==> config.mk <==
export PLATFORM = sky130hd
export DESIGN_NAME = jk_bank_arbiter
export DESIGN_NICKNAME = d
export VERILOG_FILES = /design/src/rtl/jk_bank_arbiter.sv
export SDC_FILE = /design/constraint.sdc
export NUM_CORES = 1
export LEC_CHECK = 0
export BUFFER_PORTS_ARGS = -buffer_cell sky130_fd_sc_hd__buf_2
export CAP_MARGIN = 10
export CORE_MARGIN = 2
export CORE_UTILIZATION = 48
export CTS_CLUSTER_DIAMETER = 80
export DETAILED_ROUTE_END_ITERATION = 10
export PLACE_DENSITY = 0.83
export SYNTH_ARGS = -nofsm -noshare
export SYNTH_HDL_FRONTEND = slang
export SYNTH_SLANG_ARGS = --single-unit
==> constraint.sdc <==
create_clock -name clk -period 1.8 [get_ports clk]
set_input_delay 0.36 -clock clk [delete_from_list [all_inputs] [get_ports clk]]
set_output_delay 0.36 -clock clk [all_outputs]
set_load 0.01 [all_outputs]
==> src/rtl/jk_bank_arbiter.sv <==
// Shared JK flip-flop bank with four requesters arbitrated round-robin.
// Each command takes IDLE -> GRANT -> COMMIT. q updates on the edge that leaves COMMIT.

module jk_bank_cell (
   input  logic clk,
   input  logic reset_n,
   input  logic i_en,
   input  logic i_j,
   input  logic i_k,
   output logic o_q
);
   logic r_q;

   always_ff @(posedge clk or negedge reset_n) begin
      if (!reset_n) begin
         r_q <= 1'b0;
      end else if (i_en) begin
         case ({i_j, i_k})
            2'b01:   r_q <= 1'b0;
            2'b10:   r_q <= 1'b1;
            2'b11:   r_q <= ~r_q;
            default: r_q <= r_q;
         endcase
      end
   end

   assign o_q = r_q;
endmodule

module jk_bank_arbiter #(
   parameter int WIDTH = 8,
   parameter int NREQ  = 4
) (
   input  logic                    clk,
   input  logic                    reset_n,
   input  logic [NREQ-1:0]         req_valid,
   input  logic [2*NREQ-1:0]       req_op,
   input  logic [WIDTH*NREQ-1:0]   req_mask,
   output logic [NREQ-1:0]         req_ready,
   output logic [WIDTH-1:0]        q,
   output logic [1:0]              grant_id,
   output logic                    busy,
   output logic                    done
);
   typedef enum logic [1:0] {S_IDLE, S_GRANT, S_COMMIT} state_t;

   typedef struct packed {
      logic [1:0]       op;
      logic [WIDTH-1:0] mask;
   } cmd_t;

   state_t           r_state, w_state_nxt;
   logic [1:0]       r_rr_ptr;
   logic [1:0]       r_grant;
   cmd_t             r_cmd;
   logic [1:0]       w_win;
   logic             w_any;
   logic             w_cap;
   logic             w_commit;
   logic [NREQ-1:0]  w_ready;
   logic [WIDTH-1:0] w_q;

   // First valid requester scanning upward from r_rr_ptr, wrapping 3 -> 0.
   always_comb begin : p_rr
      logic       found;
      logic [1:0] idx;
      w_win = r_rr_ptr;
      found = 1'b0;
      idx   = 2'd0;
      for (int i = 0; i < NREQ; i++) begin
         idx = r_rr_ptr + 2'(i);
         if (!found && req_valid[idx]) begin
            w_win = idx;
            found = 1'b1;
         end
      end
      w_any = found;
   end

   always_comb begin
      w_state_nxt = r_state;
      w_ready     = '0;
      w_cap       = 1'b0;
      w_commit    = 1'b0;
      case (r_state)
         S_IDLE: begin
            if (w_any) w_state_nxt = S_GRANT;
         end
         S_GRANT: begin
            if (req_valid[r_grant]) begin
               w_ready[r_grant] = 1'b1;
               w_cap            = 1'b1;
               w_state_nxt      = S_COMMIT;
            end else begin
               w_state_nxt = S_IDLE;
            end
         end
         S_COMMIT: begin
            w_commit    = 1'b1;
            w_state_nxt = S_IDLE;
         end
         default: w_state_nxt = S_IDLE;
      endcase
   end

   always_ff @(posedge clk or negedge reset_n) begin
      if (!reset_n) begin
         r_state  <= S_IDLE;
         r_rr_ptr <= 2'd0;
         r_grant  <= 2'd0;
         r_cmd    <= '0;
      end else begin
         r_state <= w_state_nxt;
         if (r_state == S_IDLE && w_any) r_grant <= w_win;
         if (w_cap) begin
            r_cmd.op   <= req_op[2*r_grant +: 2];
            r_cmd.mask <= req_mask[WIDTH*r_grant +: WIDTH];
         end
         if (w_commit) r_rr_ptr <= r_grant + 2'd1;
      end
   end

   for (genvar b = 0; b < WIDTH; b++) begin : g_bit
      jk_bank_cell u_cell (
         .clk     (clk),
         .reset_n (reset_n),
         .i_en    (w_commit & r_cmd.mask[b]),
         .i_j     (r_cmd.op[1]),
         .i_k     (r_cmd.op[0]),
         .o_q     (w_q[b])
      );
   end

   assign q         = w_q;
   assign req_ready = w_ready;
   assign grant_id  = r_grant;
   assign busy      = (r_state != S_IDLE);
   assign done      = w_commit;
endmodule

==> out/qor.yml <==
status: "finished with violations"
violations: "setup timing"
path_class: "flip-flop to output pin"
mostFrequentLayoutCells: "buf_2 (61), dfrtp_1 (23), a21oi_1 (12), inv_1 (10), a31oi_1 (8)"
r2r_slack_ps: 90
area_growth_pct: 25.7
max_freq_ghz: 0.546
layout_setup_ws_ps: -31.3
drc: 0
hp-class: "input pin to flip-flop"
postLayoutCellArea_sq_mm: 0.00190
fp.dieW_um: 60.1
core-area_sq_mm: 0.00303
synth_cell_types: 26
viasPerCell: 5.32
portBuffers: 61
drt_iter0_drc: 70
vias: 1228
num_rows: 20
p_int_w: 0.00190
cp.arrival_ps: 1470
final_nets: 238
initial_core_util_pct: 49.9
cts.path.max_buffers: 2
relSlewSlack_pct: 65.7
power_frac_seq_pct: 35.3
ios: 62
postRouteAntennaNets: 0
hold_violations: 0
grt_overflow_total: 0
seqCellArea_sq_um: 602
antenna_cells: 0
yosys_warnings: 0
cp.required_ps: 1440
swShare_pct: 36.5
clkPwrFrac_pct: 13.1
critPathCaptureType: "output pin"
power_w: 0.00300
ys_seq_elements: 24
htree_levels: 1
ys_seq_area_share_pct: 39.7
startpoint_type: "flip-flop"
finalSetupViolCount: 4
syn_area_sq_mm: 0.00151
period_share_pct: 102
vdd_drop_max_mv: 0.735
crit_fanout: 6
grt_max_degree: 25
clockRootBuffer: "clkbuf_4"
fin_worst_skew_ps: 2.59
insertion_delay_ps: 320
placedCellCount: 224
die_h_um: 60.1
setup_tns_ps: -80.0
place.gp.congestion: 0.745
firstDrtPassIters: 4
grt_pass1_vias: 1233
multi_input_comb_area_sq_um: 766
grt.total_usage_pct: 19.4
report.final.slew_viol_count: 0
hpwlAfterDp_um: 2640
p_comb_share_pct: 51.6
rsz0062_at_grt: "true"
syn_inst: 129
dpl_cell_area_sq_mm: 0.00180
path_clk_slew_ps: 130
cts_made_buffers: 3
p_switching_w: 0.00109
cts_tree: "built"
maxCapViolations: 0
grt_pass1_wl_um: 5220
nFillCells: 248
final_common_cell: "buf_2"
final_layout_size_suffix_gt1_share_pct: 51.9
clock_sinks: 24
antenna_found_initial: 0
power_density_mw_per_mm2: 1580
p_leak_nw: 0.932
totalWireLength_um: 3280
instances_no_fill: 231
synth_nets: 179
worst_pin_slew_ps: 515
avgSynthCellArea_sq_um: 11.7
die_area_sq_mm: 0.00361
wl_per_cell_um: 14.2
period_minus_slack_ps: 1830
[worst paths after layout]
path | from | endpoint | cells past startpoint
worst min-delay path | req_mask[24] | r_cmd[0] | 3
worst max-delay path | grant_id[0] | req_ready[2] | 5
worst max register to register | grant_id[0] | r_cmd[8] | 7
worst min register to register | g_bit[6].u_cell.o_q | g_bit[6].u_cell.o_q | 1
max in group asynchronous | reset_n | grant_id[0] | 2
min in group asynchronous | reset_n | g_bit[7].u_cell.o_q | 2
[per-stage QoR]
stage	util (%)	hold slack [ps]	setup WS (ps)
3_5_place_dp	59.5	367	172
5_1_grt	62.7	448	-120
4_1_cts	62.1	456	-51.8
3_3_place_gp	59.5	355	240
2_1_floorplan	-	64.4	159
6_report	62.7	459	-31.3
[Yosys cell counts]
library cell	n	area (sq um)
or2_2	1	6.26
mux4_2	7	158
nand2_1	6	22.5
nor2b_1	3	18.8
o22a_1	1	8.76
mux4_1	3	78.8
a21o_1	1	7.51
ha_1	4	50.1
a21oi_1	12	60.1
clkbuf_1	2	7.51
a31oi_1	8	50.1
and2_1	2	12.5
buf_4	8	60.1
mux2_4	5	75.1
dfrtp_1	24	601
buf_1	1	3.75
o221ai_1	2	17.5
buf_6	3	33.8
nand4b_4	1	23.8
inv_1	10	37.5
nor4bb_1	2	20.0
mux2_2	6	67.6
buf_2	2	10.0
nor2_1	7	26.3
mux2i_1	3	30.0
o21ai_0	5	25.0
[power by group through the flow]
stage | combinational (W) | clock, W | sequential, W
6_report | 0.00155 | 0.000392 | 0.00106
5_1_grt | 0.00168 | 0.000428 | 0.00109
4_1_cts | 0.00151 | 0.000402 | 0.00105
3_5_place_dp | 0.00147 | 0 | 0.00107
3_3_place_gp | 0.00142 | 0 | 0.00104
2_1_floorplan | 0.00122 | 0 | 0.00101
[state kept, by name (all words and copies together) (netlist names)]
register	cells
r_cmd	10
g_bit.u_cell.o_q	8
grant_id	2
r_rr_ptr	2
r_state	2
[layout make-up]
cell class	count	share of cell area (%)
Clock inverter	1	1.58
Inverter	10	1.98
Sequential cell	24	31.7
Clock buffer	3	1.19
Multi-Input combinational cell	79	40.3
Tap cell	44	2.90
Timing Repair Buffer	70	20.4
[critical path: stages (launching register included)]
cell	delay (ps)
dfrtp_2	470
mux2i_1	130
nand2_1	100
nand4b_4	170
nor2_2	140
buf_2	130
[timing repair]
item	4_1_cts	5_1_grt
setup buffers	1	1
endpoints found under the hold margin	15	0
setup endpoints to repair	4	4
pin swaps	2	6
gates resized for setup	3	4
hold buffers	1	0
[cells by family (layout without fill, tap and decap cells)]
| group | count (synthesis) | in the layout | synth area share (%) |
|---|---|---|---|
| simple gates | 22 | 22 | 8.61 |
| compound gates | 29 | 29 | 11.2 |
| fa+ha+maj | 4 | 4 | 3.31 |
| mux | 24 | 24 | 27.1 |
| buf+inv | 26 | 84 | 10.1 |
| flops | 24 | 24 | 39.7 |
[metal layers]
layer  wire (um)  up-vias  global-route usage [%]
li1            -      583                       -
met1        1310      594                    21.8
met2        1760       45                    36.3
met3         182        6                    3.90
met4          32        0                    6.03
met5           0        -                       0
Note: power is estimated with default switching activity, not from simulation.
